## src/rtl/fft_pkg.sv

```systemverilog
// ---------------------------------------------------------------------------
// fft_pkg
// Shared types and constants for the 32-point radix-2 FFT control path.
//   seq_state_e : sequencer FSM encoding (2 bits)
//   CNT_W       : width of the butterfly index for the default transform size
//   STAGE_W     : width of the stage index (enough for up to 8 stages)
// ---------------------------------------------------------------------------
package fft_pkg;

  localparam int NUMSTAGES_DEF = 5;
  localparam int CNT_W         = NUMSTAGES_DEF - 2;
  localparam int STAGE_W       = 3;
  localparam int LAT_W         = 3;

  typedef enum logic [1:0] {
    ST_IDLE  = 2'd0,
    ST_RUN   = 2'd1,
    ST_DRAIN = 2'd2,
    ST_DONE  = 2'd3
  } seq_state_e;

  // Preload value for the drain down-counter; it terminates at zero, so a
  // drain of L cycles starts from L-1.
  function automatic logic [LAT_W-1:0] drain_preload(input int latency);
    if (latency > 0) begin
      return LAT_W'(latency - 1);
    end
    return '0;
  endfunction

endpackage

```

## src/rtl/fft_delay_line.sv

```systemverilog
// ---------------------------------------------------------------------------
// fft_delay_line
// Fixed-depth shift register used to align the write-side address/enable
// bundle with the butterfly pipeline. DEPTH = 0 degenerates to a wire.
//   clk    : clock, rising edge
//   rst    : asynchronous active-high reset, clears every stage
//   data_i : bundle entering the pipeline
//   data_o : bundle delayed by DEPTH cycles
// ---------------------------------------------------------------------------
module fft_delay_line #(
  parameter int WIDTH = 1,
  parameter int DEPTH = 1
) (
  input  logic             clk,
  input  logic             rst,
  input  logic [WIDTH-1:0] data_i,
  output logic [WIDTH-1:0] data_o
);

  if (DEPTH == 0) begin : g_bypass
    assign data_o = data_i;
  end else begin : g_pipe
    logic [WIDTH-1:0] pipe_q [DEPTH];

    always_ff @(posedge clk or posedge rst) begin
      if (rst) begin
        for (int i = 0; i < DEPTH; i++) begin
          pipe_q[i] <= '0;
        end
      end else begin
        pipe_q[0] <= data_i;
        for (int i = 1; i < DEPTH; i++) begin
          pipe_q[i] <= pipe_q[i-1];
        end
      end
    end

    assign data_o = pipe_q[DEPTH-1];
  end

endmodule

```

## src/rtl/fft_sequencer.sv

```systemverilog
// ---------------------------------------------------------------------------
// fft_sequencer
// Walks every butterfly stage of the FFT core. Issues the read-side
// {counter, stage} pair, a write-side copy delayed by the butterfly latency,
// and drains the pipeline between stages so a stage never reads a bank entry
// the previous stage has not yet written.
//
// Ports
//   clk          : clock, rising edge
//   rst          : asynchronous active-high reset (aborts a transform)
//   start        : begin a transform, only honoured in IDLE
//   hold         : stall read issue while in RUN
//   busy         : high in RUN and DRAIN
//   done         : one-cycle pulse after the last write of the last stage
//   counter_r    : read-side butterfly index (qualify with rd_en)
//   stage_num_r  : read-side stage index (qualify with rd_en)
//   rd_en        : read addresses valid this cycle
//   wr_counter   : counter_r delayed by BFLY_LATENCY
//   wr_stage     : stage_num_r delayed by BFLY_LATENCY
//   wr_en        : rd_en delayed by BFLY_LATENCY
//
// state | meaning
// IDLE  | waiting for start
// RUN   | issuing reads, counter advances on every non-hold cycle
// DRAIN | no reads, waiting BFLY_LATENCY cycles for writes to land
// DONE  | done pulse, back to IDLE next cycle
// ---------------------------------------------------------------------------
module fft_sequencer
  import fft_pkg::*;
#(
  parameter int NUMSTAGES    = NUMSTAGES_DEF,
  parameter int BFLY_LATENCY = 2
) (
  input  logic                 clk,
  input  logic                 rst,
  input  logic                 start,
  input  logic                 hold,
  output logic                 busy,
  output logic                 done,
  output logic [NUMSTAGES-3:0] counter_r,
  output logic [STAGE_W-1:0]   stage_num_r,
  output logic                 rd_en,
  output logic [NUMSTAGES-3:0] wr_counter,
  output logic [STAGE_W-1:0]   wr_stage,
  output logic                 wr_en
);

  localparam int                 CW         = NUMSTAGES - 2;
  localparam int                 WR_W       = 1 + CW + STAGE_W;
  localparam logic [CW-1:0]      CNT_LAST   = '1;
  localparam logic [STAGE_W-1:0] STAGE_LAST = STAGE_W'(NUMSTAGES - 1);
  localparam logic [LAT_W-1:0]   DRAIN_INIT = drain_preload(BFLY_LATENCY);
  localparam bit                 HAS_DRAIN  = (BFLY_LATENCY > 0);

  seq_state_e         state_q;
  logic [CW-1:0]      cnt_q;
  logic [CW-1:0]      cnt_d;
  logic [STAGE_W-1:0] stage_q;
  logic [STAGE_W-1:0] stage_d;
  logic [LAT_W-1:0]   drain_q;
  logic               busy_q;
  logic               done_q;
  logic               issue;

  logic [WR_W-1:0]    rd_bundle;
  logic [WR_W-1:0]    wr_bundle;

  assign cnt_d   = cnt_q + 1'b1;
  assign stage_d = stage_q + 1'b1;

  // Read issue follows hold in the same cycle, so a stalled cycle costs
  // exactly one cycle and the frozen counter is what gets issued afterwards.
  assign issue = (state_q == ST_RUN) && !hold;

  always_ff @(posedge clk or posedge rst) begin
    if (rst) begin
      state_q <= ST_IDLE;
      cnt_q   <= '0;
      stage_q <= '0;
      drain_q <= '0;
      busy_q  <= 1'b0;
      done_q  <= 1'b0;
    end else begin
      done_q <= 1'b0;
      case (state_q)
        ST_IDLE: begin
          if (start) begin
            state_q <= ST_RUN;
            cnt_q   <= '0;
            stage_q <= '0;
            busy_q  <= 1'b1;
          end
        end

        ST_RUN: begin
          if (!hold) begin
            cnt_q <= cnt_d;
            if (cnt_q == CNT_LAST) begin
              if (HAS_DRAIN) begin
                state_q <= ST_DRAIN;
                drain_q <= DRAIN_INIT;
              end else if (stage_q == STAGE_LAST) begin
                state_q <= ST_DONE;
                busy_q  <= 1'b0;
                done_q  <= 1'b1;
              end else begin
                // Zero latency: next stage reads straight after this one.
                stage_q <= stage_d;
              end
            end
          end
        end

        ST_DRAIN: begin
          if (drain_q == '0) begin
            if (stage_q == STAGE_LAST) begin
              state_q <= ST_DONE;
              busy_q  <= 1'b0;
              done_q  <= 1'b1;
            end else begin
              state_q <= ST_RUN;
              stage_q <= stage_d;
            end
          end else begin
            drain_q <= drain_q - 1'b1;
          end
        end

        ST_DONE: begin
          state_q <= ST_IDLE;
        end

        default: begin
          state_q <= ST_IDLE;
        end
      endcase
    end
  end

  assign busy        = busy_q;
  assign done        = done_q;
  assign counter_r   = cnt_q;
  assign stage_num_r = stage_q;
  assign rd_en       = issue;

  // The whole bundle is delayed, not just the enable, so the write address
  // always matches the read that produced the data.
  assign rd_bundle = {issue, cnt_q, stage_q};

  fft_delay_line #(
    .WIDTH (WR_W),
    .DEPTH (BFLY_LATENCY)
  ) u_wr_delay (
    .clk    (clk),
    .rst    (rst),
    .data_i (rd_bundle),
    .data_o (wr_bundle)
  );

  assign wr_en      = wr_bundle[WR_W-1];
  assign wr_counter = wr_bundle[WR_W-2 -: CW];
  assign wr_stage   = wr_bundle[STAGE_W-1:0];

endmodule

```

## config.mk

```make
export PLATFORM = sky130hd
export DESIGN_NAME = fft_sequencer
export DESIGN_NICKNAME = d
export VERILOG_FILES = /design/src/rtl/fft_pkg.sv /design/src/rtl/fft_delay_line.sv /design/src/rtl/fft_sequencer.sv
export SDC_FILE = /design/constraint.sdc
export NUM_CORES = 1
export LEC_CHECK = 0
export ABC_AREA = 1
export CAP_MARGIN = 20
export CORE_ASPECT_RATIO = 0.9
export CORE_MARGIN = 4
export CORE_UTILIZATION = 50
export CTS_CLUSTER_DIAMETER = 150
export DETAILED_ROUTE_END_ITERATION = 12
export PLACE_DENSITY = 0.83
export SYNTH_ARGS = -nofsm -noshare
export SYNTH_HDL_FRONTEND = slang
export SYNTH_HIERARCHICAL = 1
export SYNTH_SLANG_ARGS = --single-unit
```

## constraint.sdc

```tcl
create_clock -name clk -period 1.7 [get_ports clk]
set_input_delay 0.34 -clock clk [delete_from_list [all_inputs] [get_ports clk]]
set_output_delay 0.34 -clock clk [all_outputs]
set_load 0.05 [all_outputs]
```

==> results by group, run 1 <==
Run status
  • Status: complete, no violations

Routing
  • Routed vias/inst: around 4.8
  • DR iter-0 viols: 15
  • Final WL: 1860 um
  • WL/cell: 11.6 um
  • First-pass detailed-route iteration total: 4
  • DRC violations left: 0
  • Antenna-violating nets left: 0
  • Via count: a little under 800

Layout
  • # diodes: 0
  • Nets: 145
  • Synth-to-Final Area Change: 20.6%
  • Core Util, Final: 0.631
  • Non-filler instance count after layout: 161
  • Share of layout cells above drive strength 1: 0.291
  • Fill cells: around 170
  • Register Area: just under 700 um2
  • Design Area, Final: about 1400 um2
  • Multi-input combinational cell area: between 300 and 400 um2

Timing
  • Setup Skew: 0.00685 ns
  • Final Critical Period: 1.64 ns
  • Max Slew Vio Count: 0
  • Tightest Pin Transition: just under 0.5 ns
  • Max Clock Freq: roughly 610 MHz
  • Fin worst setup slack: 0.0607 ns
  • Hold_ws: between 0.3 and 0.4 ns
  • Fin. Hold Viols: 0
  • Final setup fails: 0
  • Relative slew slack: 0.671
  • Tcrit/Tclk final: 0.964
  • Setup_tns: 0 ns

Setup path
  • Largest stage delay on the critical path: around 0.44 ns
  • Most used cell, CP: inv_2
  • Worst R2R Setup Slack: 0.26 ns
  • Critical R2R Launch: drain_q[0]
  • Worst setup SP type: flip-flop
  • Delay-heaviest family, CP: flip-flops
  • Worst-path maximum fanout: 5
  • Setup crit end kind: output port
  • WP data required: about 1.4 ns
  • Worst flop-to-flop path endpoint: stage_num_r[0]
  • Critical Path, Cell by Cell: inv_2, nor2_4, nand2_4, inv_2, buf_12
  • WP buf/inv: 3
  • Reg2reg path depth: 9
  • Crit-path slowest cell: dfrtp_1
  • Type of the worst setup path: flip-flop to output port
  • Worst EP arrival: between 1 and 1.5 ns

Logic synthesis
  • Adder and majority gate portion of the synthesized area: 0.0657
  • Yosys top cell by area: dfrtp_1
  • Mapped Area: 1140 um2
  • Area fraction in compound gates after synthesis: 0.0438
  • Mux cell area share after synthesis: 0.00876
  • Yosys reg bits: 27
  • XOR/XNOR Fraction of Synth Area: 0.00767
  • Post-Syn Instances: roughly 110
  • Synth warn: 6
  • Count leader, synth: dfrtp_1
  • Synth Area per Inst: around 10 um2
  • Largest cells by area after synthesis: dfrtp_1, ha_1, nand2_1
  • Syn nets: between 100 and 150
  • Post-synth EDFFs: 0
  • Yosys top cell area share: 0.591
  • Largest family of logic cells by synthesized area: simple AND/OR/NAND/NOR gates
  • Top cells by instance count after synthesis: dfrtp_1, nand2_1, inv_1, nor2_1
  • Primary FF master, synth: dfrtp_1
  • Async SR Flop Fraction: 1.00
  • Post-Synth Simple-Gate Area: 0.177
  • Yosys cell types: 18
  • Register area share after synthesis: 0.591

Global routing
  • Vias in the first global route: 758
  • Initial antenna violation count: 0
  • Tot GR Track Use: 0.139
  • First-pass GRT wire length: ~3200 um
  • Largest net degree at the start of global routing: 16
  • Grt ovf: 0

Clocking
  • Root Buffer Master: clkbuf_4
  • CTS tree: built
  • H-tree Lvls: 1
  • Clk sink count: 27
  • Clock latency on the worst-skew pair: approximately 0.32 ns
  • Clk buf depth: 2
  • Clock slew at reported path FFs: roughly 0.14 ns
  • Cts hold-fix bufs: 0
  • Num CTS Buffers: 3

Power
  • Pwr dens: between 1000 and 1500 nW/um2
  • Total power: between 2 and 2.5 mW
  • Pleak: slightly above 0.7 nW
  • Maximum vdd ir drop: between 1000 and 1500 uV

Die
  • Die area: between 3000 and 4000 um2
  • Initial Util: 0.524
  • Row Count: 16
  • # IOs: 20
  • Die width: between 50 and 60 um
  • Core region area: around 2200 um2
  • Die Span Y: about 53 um

Placed design
  • Detailed placement HPWL: ~1400 um
  • Placed insts: approximately 150
  • Dpl ws: between 0.1 and 0.15 ns
  • Placed cell area: between 1000 and 1500 um2
  • Port Buf Inserts: 19
  • Routability Congestion: 0.810

Min path
  • Hold/Removal Path Class: primary input to async pin

Flow run
  • Max-cap viol count: 0
## worst register-to-register path, stage by stage, from the launching register on
cell and delay [ns]:
dfrtp_1 0.38, inv_1 0.06, ha_1 0.19, ha_1 0.18, inv_1 0.08, nand3_2 0.13
nand2_2 0.15, nor2_2 0.07, nand2_1 0.06, nand2_1 0.05
## power breakdown
group	switching (mW)	internal [mW]
logic	0.593	0.309
registers	0.0878	0.790
clock network	0.179	0.0882
total	0.860	1.19
## routing by layer
layer | track usage | vias up | part of all wire
met5 | 0 | - | 0
met4 | 0.0618 | 0 | 0.018
met3 | 0.0537 | 4 | 0.070
met2 | 0.219 | 23 | 0.48
met1 | 0.168 | 363 | 0.43
li1 | - | 380 | -
## logic make-up (layout without fill, tap and decap cells)
| family | Yosys count | after routing |
|---|---|---|
| buffers and inverters | 25 | 47 |
| XOR/XNOR | 1 | 1 |
| adder cells (fa/ha/maj) | 6 | 6 |
| AND/OR/NAND/NOR | 44 | 44 |
| flip-flops | 27 | 27 |
| multiplexers | 1 | 1 |
| AO/OA/AOI/OAI | 8 | 8 |
## how the worst max path moves through the flow
stage	end	cells after the start	from	slack (ns)
after floorplan	drain_q[0]	8	counter_r[0]	0.20
after global placement	rd_en	5	hold	0.15
after detailed placement	rd_en	5	hold	0.13
after CTS	rd_en	5	state_q[0]	0.009
after global routing	rd_en	5	state_q[0]	-0.04
final	rd_en	5	state_q[0]	0.06
## flip-flops by register name, summed over array words and instances (netlist names)
signal and count:
u_wr_delay/data_o 7, drain_q 3, busy 1, state_q 2, u_wr_delay/g_pipe.pipe_q 7, counter_r 3, done 1, stage_num_r 3
## cell usage in the layout, fill, tap and decap left out
master and count:
nand3_2 1, clkdlybuf4s50_1 3, nand3_1 7, xnor2_1 1, mux2i_1 1, clkinv_2 1, nand2_1 19, buf_12 2
ha_1 6, dfrtp_2 1, nand2_4 1, nor2_2 3, inv_2 4, inv_1 14, buf_4 20, o21ai_0 1
clkbuf_4 3, nand2_2 2, a21oi_1 1, o21bai_1 4, o21ai_1 2, nor2_1 10, nor2_4 1, dfrtp_1 26
## area by class of cell
cell class	instances	share of cell area
Sequential cell	27	0.491
Multi-Input combinational cell	60	0.255
Timing Repair Buffer	25	0.160
Inverter	18	0.0490
Tap cell	27	0.0245
Clock buffer	3	0.0163
Clock inverter	1	0.00363
## timing repair
item | in CTS | in global routing
buffers inserted | 0 | 6
pin swaps | 0 | 1
gates resized for setup | 1 | 2
setup endpoints to repair | 1 | 1
No activity file was read; power rests on OpenSTA's default activity.
==> inputs of run 2 (changes only) <==
--- a/config.mk
+++ b/config.mk
@@ -13,6 +13,7 @@
 export CTS_CLUSTER_DIAMETER = 150
 export DETAILED_ROUTE_END_ITERATION = 12
 export PLACE_DENSITY = 0.83
+export REMOVE_ABC_BUFFERS = 1
 export SYNTH_ARGS = -nofsm -noshare
 export SYNTH_HDL_FRONTEND = slang
 export SYNTH_HIERARCHICAL = 1
==> run 2 against run 1 <==
Compared with the run above: cell count down 0.62%; routed wire length decreased by 1.9%; via count shrank 2.6%.
==> results by group, run 2 (same netlist as run 1, synthesis figures left out) <==
Run status
  • Status: complete, no violations

Setup path
  • Reg2reg path depth: 9
  • Worst-path maximum fanout: 5
  • Delay-heaviest family, CP: flip-flops
  • Setup crit end kind: output port
  • WP data required: ~1.4 ns
  • Type of the worst setup path: flip-flop to output port
  • Critical Path, Cell by Cell: nor2_4, nand2_2, inv_2, buf_12
  • Worst setup SP type: flip-flop
  • Largest stage delay on the critical path: 0.48 ns
  • Worst EP arrival: 1.27 ns
  • Critical R2R Launch: drain_q[0]
  • CP startpoint: state_q[1]
  • WP buf/inv: 2
  • Worst R2R Setup Slack: 0.29 ns
  • Critical path depth: 4
  • Crit-path slowest cell: dfrtp_2

Power
  • Reg power frac: 0.437
  • Clock share of power: 0.132
  • Comb pwr share: 0.431
  • Maximum vdd ir drop: between 1000 and 1500 uV
  • Pleak: roughly 0.7 nW
  • Switch share: 0.420
  • NetSw: 843 uW
  • Internal power: ~1.2 mW
  • Pwr dens: 1470 nW/um2

Timing
  • Tcrit/Tclk final: 0.946
  • Fin worst setup slack: between 0.09 and 0.1 ns
  • Max Slew Vio Count: 0
  • Final setup fails: 0
  • Setup Skew: approximately 0.0026 ns
  • Tightest Pin Transition: 0.495 ns
  • Fin. Hold Viols: 0
  • Max Clock Freq: 622 MHz
  • Setup_tns: 0 ns
  • RSZ-0062 raised after global routing: false
  • Hold_ws: between 0.3 and 0.4 ns
  • Relative slew slack: 0.669
  • Final Critical Period: 1.61 ns

Global routing
  • First-pass GRT wire length: 2870 um
  • Tot GR Track Use: 0.126
  • Largest net degree at the start of global routing: 15
  • Grt ovf: 0
  • Vias in the first global route: ~700
  • Initial antenna violation count: 0

Routing
  • Via count: 750
  • Antenna-violating nets left: 0
  • First-pass detailed-route iteration total: 4
  • DR iter-0 viols: 10
  • WL/cell: around 11 um
  • DRC violations left: 0
  • Final WL: about 1800 um
  • Routed vias/inst: 4.69

Clocking
  • Cts hold-fix bufs: 0
  • Clock latency on the worst-skew pair: 0.31 ns
  • H-tree Lvls: 1
  • CTS tree: built
  • Clock slew at reported path FFs: 0.14 ns
  • Clk sink count: 27
  • Root Buffer Master: clkbuf_4
  • Clk buf depth: 2
  • Num CTS Buffers: 3

Min path
  • Worst Hold Launch: u_wr_delay/g_pipe.pipe_q[9]
  • Hold path depth: 0
  • Hold/Removal Path Class: flip-flop to flip-flop

Die
  • Die Span Y: 53.3 um
  • Core region area: between 2000 and 2500 um2
  • Die width: 58.4 um
  • Die area: ~3100 um2
  • Row Count: 16
  • Initial Util: 0.524
  • # IOs: 20

Placed design
  • Dpl ws: about 0.12 ns
  • Detailed placement HPWL: 1440 um
  • Placed insts: between 150 and 200
  • Routability Congestion: around 0.83
  • Port Buf Inserts: 19

Layout
  • Fill cells: around 190
  • Commonest non-fill, non-tap cells in the layout: dfrtp_1, nand2_1, buf_4, inv_1, nor2_1
  • Share of layout cells above drive strength 1: 0.278
  • Nets: about 140
  • # diodes: 0
  • Synth-to-Final Area Change: 19.4%
  • Commonest non-fill, non-tap cell in the layout: dfrtp_1
  • Non-filler instance count after layout: between 150 and 200

Flow run
  • Max-cap viol count: 0
run 2: layout make-up:
cell class              count  area [um2]  area share
flip-flops and latches     27         677       0.496
multi-input cells          60         347       0.254
repair buffers             24         213       0.156
inverters                  18        67.6      0.0495
well taps                  27        33.8      0.0248
clock buffers               4        26.3      0.0193
run 2: power by group through the flow:
stage	sequential (mW)	clock [mW]	combinational [mW]
6_report	0.877	0.266	0.865
5_1_grt	0.896	0.303	0.930
4_1_cts	0.883	0.277	0.860
3_5_place_dp	0.905	0	0.839
3_3_place_gp	0.887	0	0.810
2_1_floorplan	1.19	0	0.283
run 2: repair_timing:
action	CTS	global route
setup endpoints to repair	1	1
setup buffers	1	4
pin swaps	0	0
cloned	0	0
gates resized for setup	1	1
run 2: metal layers:
layer	global-route usage	share of wire
met1	0.130	0.41
met2	0.249	0.54
met3	0.0317	0.050
met4	0.0347	0.0044
met5	0	0
run 2: stage by stage:
step / power [mW] / instance area [um2] / util
3_5_place_dp: 1.74 / 1300 / 0.595
4_1_cts: 2.02 / 1330 / 0.611
3_3_place_gp: 1.70 / 1300 / 0.595
6_report: 2.01 / 1360 / 0.625
2_1_floorplan: 1.47 / 1090 / -
5_1_grt: 2.13 / 1360 / 0.625
run 2: worst paths after layout:
kind / endpoint
min reg2reg: u_wr_delay/data_o[2]
max reg2reg: stage_num_r[2]
max: rd_en
min: u_wr_delay/data_o[2]
max in group asynchronous: state_q[1]
min in group asynchronous: u_wr_delay/data_o[1]
